<file path="config.mk">
export PLATFORM = sky130hd
export DESIGN_NAME = mac3_unit
export DESIGN_NICKNAME = d
export VERILOG_FILES = /design/src/rtl/mac3_pkg.sv /design/src/rtl/mac3_arith.sv /design/src/rtl/mac3_unit.sv
export SDC_FILE = /design/constraint.sdc
export NUM_CORES = 1
export LEC_CHECK = 0
export ABC_CLOCK_PERIOD_IN_PS = 8600
export BUFFER_PORTS_ARGS = -buffer_cell sky130_fd_sc_hd__buf_2
export CAP_MARGIN = 20
export CORE_ASPECT_RATIO = 0.75
export CORE_MARGIN = 1.5
export CORE_UTILIZATION = 65
export DETAILED_ROUTE_END_ITERATION = 16
export GPL_TIMING_DRIVEN = 0
export PLACE_DENSITY = 0.83
export SYNTH_ARGS = -nofsm -noshare
export SYNTH_HDL_FRONTEND = slang
export SYNTH_SLANG_ARGS = --single-unit
</file>
<file path="constraint.sdc">
create_clock -name clk -period 8.6 [get_ports clk]
set_input_delay 0.86 -clock clk [delete_from_list [all_inputs] [get_ports clk]]
set_output_delay 0.86 -clock clk [all_outputs]
set_load 0.1 [all_outputs]
</file>
<file path="src/rtl/mac3_pkg.sv">
// mac3_pkg: shared definitions for the 3-sample multiply-add unit.
//   DW_DEFAULT : default data width of data_in / data_out
//   state_t    : run-length FSM states (IDLE, ONE, TWO, RUN)
//   SAT_FILL   : saturation constant fill bit; a saturated result is this bit
//                replicated across the data width (all-ones)
package mac3_pkg;

  localparam int DW_DEFAULT = 32;

  // Encodes how many consecutive validi cycles have been seen (RUN = 3 or more).
  typedef enum logic [1:0] {
    IDLE = 2'd0,
    ONE  = 2'd1,
    TWO  = 2'd2,
    RUN  = 2'd3
  } state_t;

  localparam logic SAT_FILL = 1'b1;

endpackage

</file>
<file path="src/rtl/mac3_arith.sv">
// mac3_arith: combinational multiply-add, result = a*b + c.
//   a, b, c : operands (DW bits each)
//   result  : low DW bits of the exact sum, or all-ones when saturated
//   ovf     : exact sum exceeded 2^DW-1 (saturating build only, else 0)
// Build option: define MAC3_SAT_EN to saturate instead of wrapping.
module mac3_arith
  import mac3_pkg::*;
#(
  parameter int DW = DW_DEFAULT
) (
  input  logic [DW-1:0] a,
  input  logic [DW-1:0] b,
  input  logic [DW-1:0] c,
  output logic [DW-1:0] result,
  output logic          ovf
);

  // 2*DW+1 bits holds the largest possible a*b + c without loss.
  localparam int FW = 2 * DW + 1;

  logic [FW-1:0] full;

  assign full = FW'(a) * FW'(b) + FW'(c);

`ifdef MAC3_SAT_EN
  logic hi_nz;

  assign hi_nz  = |full[FW-1:DW];
  assign ovf    = hi_nz;
  assign result = hi_nz ? {DW{SAT_FILL}} : full[DW-1:0];
`else
  // Upper bits are discarded: the result wraps modulo 2^DW.
  logic unused_hi;

  assign unused_hi = ^full[FW-1:DW];
  assign result    = full[DW-1:0];
  assign ovf       = 1'b0;
`endif

endmodule

</file>
<file path="src/rtl/mac3_unit.sv">
// mac3_unit: sliding 3-sample multiply-add, data_out = d[n-2]*d[n-1] + d[n].
//   clk      : single clock, rising edge
//   rst      : synchronous active-high reset; also forces data_out to 0
//   validi   : data_in qualifier
//   data_in  : operand sample (DW bits)
//   valido   : data_out holds a new result this cycle
//   data_out : multiply-add result, held while valido=0
//   ovf      : saturation flag, qualified by valido
// Build option: define MAC3_SAT_EN to saturate results above 2^DW-1.
module mac3_unit
  import mac3_pkg::*;
#(
  parameter int DW = DW_DEFAULT
) (
  input  logic          clk,
  input  logic          rst,
  input  logic          validi,
  input  logic [DW-1:0] data_in,
  output logic          valido,
  output logic [DW-1:0] data_out,
  output logic          ovf
);

  state_t        state;
  state_t        state_nxt;

  // Window: two_back / one_back are registered; data_in is the present sample.
  logic [DW-1:0] two_back;
  logic [DW-1:0] one_back;

  logic          fire;
  logic [DW-1:0] arith_result;
  logic          arith_ovf;

  logic          valid_q;
  logic [DW-1:0] data_q;
  logic          ovf_q;

  always_comb begin
    // NOTE: default first so every path assigns state_nxt; no latch is inferred.
    state_nxt = state;
    if (!validi) begin
      state_nxt = IDLE;
    end else begin
      case (state)
        IDLE:    state_nxt = ONE;
        ONE:     state_nxt = TWO;
        TWO:     state_nxt = RUN;
        RUN:     state_nxt = RUN;
        default: state_nxt = IDLE;
      endcase
    end
  end

  // A result is due when the present sample completes a run of three or more.
  assign fire = validi && ((state == TWO) || (state == RUN));

  mac3_arith #(
    .DW (DW)
  ) u_arith (
    .a      (two_back),
    .b      (one_back),
    .c      (data_in),
    .result (arith_result),
    .ovf    (arith_ovf)
  );

  // NOTE: non-blocking assignments so every register samples pre-edge values.
  always_ff @(posedge clk) begin
    if (rst) begin
      state    <= IDLE;
      two_back <= '0;
      one_back <= '0;
      valid_q  <= 1'b0;
      data_q   <= '0;
      ovf_q    <= 1'b0;
    end else begin
      state   <= state_nxt;
      valid_q <= fire;
      ovf_q   <= fire && arith_ovf;
      if (validi) begin
        two_back <= one_back;
        one_back <= data_in;
      end
      if (fire) begin
        data_q <= arith_result;
      end
    end
  end

  assign valido   = valid_q;
  assign ovf      = ovf_q;
  // Reset blanks the output immediately, not only after the next edge.
  assign data_out = rst ? '0 : data_q;

endmodule
</file>
# After elaboration in Yosys (flattened, before gate mapping)
# Cells that the tools add are included.
# classes
eq_ne	3
add_sub_neg	1
muxes	2
reduce_logical	5
n_mul	1
n_bitwise	1
# op_table
operator	count
adder 32 bit	1
multiplier 32 x 32 -> 32 bit	1
two-way mux 32 bit	1
one-hot mux 2 bit (3 select lines)	1
== test 2 bit, second input constant	2
OR reduction 2 bit	2
== test 2 x 1 -> 1 bit, second input constant	1
zero test 2 bit	1
logical AND 1 bit	1
logical OR 1 bit	1
NOT 1 bit	1
# word_totals
ff_bits	99
output_inout_bits	34
word_cells	18
in_bits	35

# Depth between registers and ports, before layout
# depth
depth_word	3
depth_mapped	30

# Cells and area by module
# From an unflattened synthesis, not the netlist that was laid out.
# hier_totals
cells_unflattened	2246
hier_area_um2	21021.4
# modules_own_cells
mod	cells_per_inst	n_inst	area_each_um2
mac3_arith	1889	1	16945.0
mac3_unit	357	1	4076.4

# Least setup slack after synthesis
# Ideal clock, no wire load.
# synth_path
kind	input to register
start	input port data_in[22]
end	register data_q[31]
required_time_ps	8467
setup_ps	133
t_arrival_ps	6773
cell_stages	24
slack_ps	1694
path_cell_list	inv_1 > fa_1 > fa_1 > inv_1 > fa_1 > inv_1 > fa_1 > inv_1 > fa_1 > fa_1 > fa_1 > inv_1 > fa_1 > inv_1 > ha_1 > nand4_1 > nor2_1 > a32o_1 > a31oi_1 > a31oi_1 > a21o_1 > a21oi_1 > xnor2_1 > a2bb2oi_1
# synth_via
elab_chain_len	1
# synth_rtl
element	line_no	rtl
from (decl)	mac3_unit.sv:18	input logic [DW-1:0] data_in,
adder 32 bit	mac3_arith.sv:23	assign full = FW'(a) * FW'(b) + FW'(c);
to (signal assigned)	mac3_unit.sv:86	data_q <= arith_result;
to (decl)	mac3_unit.sv:36	logic [DW-1:0] data_q;
# No other way between the ends.
# A chain may end at the register's enable or synchronous reset.

# Worst setup path after layout
# layout_path
start	register one_back[7]
end	register data_q[31]
# layout_via
elab_chain_len	2
# layout_rtl
element	line_no	rtl
from (decl)	mac3_unit.sv:29	logic [DW-1:0] one_back;
from (signal assigned)	mac3_unit.sv:83	one_back <= data_in;
multiplier 32 x 32 -> 32 bit	mac3_arith.sv:23	
adder 32 bit	mac3_arith.sv:23	
# No other way between the ends.

==> impl_metrics.tcl <==
set metrics [dict create \
    grt_pass1_vias 16720 \
    antenna_found_initial 2 \
    min_to "data_q[17]" \
    yosys_warnings 0 \
    syn-num-nets 2852 \
    grt_usage_pct 41.62 \
    maxSlewHeadroom_pct 17.73 \
    setup_viol 0 \
    cts_hold_buf 0 \
    netlist_area_sq_mm 0.02061 \
    critPathRequiredTime_ns 8.84 \
    status "finished clean" \
    clk-insertion-delay-late_ns 0.38 \
    fin_worst_skew_ns 0.01427 \
    post-place-cells 2728 \
    finalWorstSetupSlack_ns 0.1881 \
    cp_common_cell "fa_1" \
    core_sq_mm 0.03125 \
    dieHeight_um 157.2 \
    final_cells 2744 \
    cp-end-kind "flip-flop" \
    rr_worst_depth 27 \
    seq_area_frac_synth_pct 9.617 \
    synthTopCellsByArea "fa_1 (43%), and2_1 (11%), dfxtp_1 (9.6%)" \
    tightest_slew_ns 1.234 \
    initialDrtViolationCount 1802 \
    period_needed_ns 8.412 \
    finalCritPeriodShare_pct 97.81 \
    crit_slowest_cell "dfxtp_1" \
    synth_top_area_share_pct 42.55 \
    synth_top_flop_cell "dfxtp_1" \
    dp_hpwl_um 51980 \
    syn_to_final_growth_pct 5.938 \
    crit_arrival_ns 8.65 \
    htreeDepth 3 \
    vias_per_cell 5.802 \
    grt_max_degree 21 \
    ir_worst_vdd_mv 0.1228 \
    max_freq_ghz 0.1189 \
    ctsResizeCount 1 \
    cts_sinks 99 \
    start_kind "flip-flop" \
    r2r-end "data_q[31]" \
    ctsLongestPathBuffers 2 \
    synth_edf_count 0 \
    ys_ff_latch 99 \
    yosysTopAreaCell "fa_1" \
    worstHoldStart "data_q[17]" \
    grt_pass1_wl_um 97990 \
    design_area_sq_mm 0.02183 \
    ant_nets 0 \
    initial_core_util_pct 65.94 \
    route.detailed.drc 0 \
    slowest_delay_ns 0.71 \
    first_pass_iters 8 \
    post_cts_buffers 0 \
    drv_cap 0 \
    die_width_um 208.6 \
    dp_worst_setup_slack_ns -0.01451 \
    wl_per_cell_um 23.69 \
    cts_tree "built" \
    routed_wl_um 65010 \
    synthesis.instances 2255 \
    synthArstFlopShare_pct 0 \
    avgSynthCellArea_sq_um 9.138 \
    root_buffer "clkbuf_16" \
    whs_path_depth 2 \
    p_per_area_mw_per_mm2 85.34 \
    nets 2929 \
    fillers 2482 \
    maxSlewViolCount 0 \
    numCtsBuffers 9 \
    path_max_fanout 10 \
    p_leak_nw 10.77 \
    rsz0062_at_grt "false" \
    worst-setup-path-type "flip-flop to flip-flop" \
    r2r_setup_slack_ns 0.19 \
    ys_types 52 \
    design.portCount 69 \
    overflow 0 \
    io_buffers 66 \
    layout-drive-gt1-share_pct 5.520 \
    placed_area_sq_mm 0.02146 \
    r2r-start "one_back[7]" \
    vias 15920 \
    clkTransAtPathRegs_ns 0.09 \
    p_total_w 0.001863 \
    finalWeightedCongestion 1.058 \
    die_area_sq_mm 0.03279 \
    hold_class "flip-flop to flip-flop" \
    finalHoldViolCount 0 \
    rows 56 \
]
[registers in the layout (all words and copies together), names as in the netlist]
signal / flops
data_q: 32
one_back: 32
valido: 1
state: 2
two_back: 32
[area by class of cell]
| class | instances | area (sq um) | area share [%] |
|---|---|---|---|
| multi-input combinational | 1540 | 16230 | 74.35 |
| sequential | 99 | 1982 | 9.078 |
| inverter | 489 | 1836 | 8.408 |
| buffer | 124 | 574.3 | 2.631 |
| tap | 406 | 508.0 | 2.327 |
| timing repair buffer | 69 | 371.6 | 1.702 |
| clock buffer | 9 | 225.2 | 1.032 |
| clock inverter | 7 | 100.1 | 0.4585 |
| antenna | 1 | 2.502 | 0.01146 |
[cell usage after synthesis (3+ instances only)]
library cell,number
o21ai_1,3
clkbuf_8,4
o21bai_1,5
buf_4,3
buf_1,4
and2_1,366
inv_1,489
a21oi_1,44
nor3b_1,3
o21ai_0,12
xnor2_1,66
mux2i_1,65
nor2b_1,33
nand2b_1,6
a31oi_1,4
dfxtp_1,99
nand3_1,3
nand4_1,3
ha_1,124
o31ai_1,3
nor2_1,85
clkbuf_1,114
fa_1,438
a21o_1,11
nor3_1,7
o22a_1,5
a2bb2oi_1,6
xor2_1,21
nand2_1,201
[critical path, delay by kind of cell (launching register included)]
family	cells	cell delay, ns
AOI/OAI and AO/OA	6	1.10
adders and majority gates	9	4.19
and+or+nand+nor	3	0.93
xor gates and xnor gates	1	0.17
DFF	1	0.71
buffers and inverters	8	1.14
[where the power goes]
group | internal (W) | switching (W)
registers | 0.000477 | 0.0000314
clock network | 0.000237 | 0.000226
logic | 0.000319 | 0.000573
total | 0.00103 | 0.000830
[cells by family (layout without fill, tap and decap cells)]
| logic type | count (synthesis) | in the layout | synth area share, % |
|---|---|---|---|
| AND/OR/NAND/NOR | 716 | 716 | 18.29 |
| adder cells (fa/ha/maj) | 562 | 562 | 50.08 |
| AO/OA/AOI/OAI | 109 | 109 | 3.528 |
| XOR/XNOR | 87 | 87 | 3.698 |
| other | 1 | 2 | 0.01820 |
| multiplexers | 65 | 65 | 3.157 |
| buffers and inverters | 616 | 698 | 11.61 |
| flip-flops | 99 | 99 | 9.617 |
[worst max-delay path by stage]
stage | startpoint | endpoint | slack (ns) | cells past startpoint
after floorplan | data_in[22] | data_q[31] | 1.69 | 24
after global placement | two_back[3] | data_q[31] | 0.1 | 26
after detailed placement | two_back[3] | data_q[31] | -0.01 | 26
after CTS | two_back[4] | data_q[31] | 0.03 | 26
after global routing | one_back[8] | data_q[31] | 0.01 | 23
final | one_back[7] | data_q[31] | 0.19 | 27
[layer usage]
metal	global-route usage, %	vias to the layer above	wire length, um
met2	57.06	1093	26050
li1	-	6704	-
met4	21.26	0	3389
met3	16.86	186	10170
met5	0	-	0
met1	56.89	7939	25400
[through the flow]
| step | hold WS, ns | setup TNS (ns) | util (%) |
|---|---|---|---|
| after global routing | 0.4719 | 0 | 69.85 |
| after global placement | 0.4172 | 0 | 68.63 |
| after detailed placement | 0.4402 | -0.01451 | 68.67 |
| final | 0.4532 | 0 | 69.86 |
| after CTS | 0.4507 | 0 | 69.72 |
| after floorplan | 0.4107 | 0 | - |
[placed cells by master (no fill, tap or decap), types with 4 or more instances in the layout]
| cell type | count |
|---|---|
| ha_1 | 124 |
| o21bai_1 | 5 |
| nand2b_1 | 6 |
| a31oi_1 | 4 |
| nor2b_1 | 33 |
| clkbuf_8 | 4 |
| o21ai_0 | 12 |
| fa_1 | 438 |
| a21oi_1 | 44 |
| nor3_1 | 7 |
| xor2_1 | 21 |
| a21o_1 | 11 |
| mux2i_1 | 65 |
| nand2_1 | 201 |
| buf_1 | 4 |
| inv_8 | 4 |
| o22a_1 | 5 |
| a2bb2oi_1 | 6 |
| clkbuf_2 | 23 |
| dfxtp_1 | 99 |
| nor2_1 | 85 |
| xnor2_1 | 66 |
| clkbuf_16 | 9 |
| and2_1 | 366 |
| clkbuf_1 | 89 |
| buf_2 | 66 |
| inv_1 | 489 |
(Power assumes the default switching activity.)
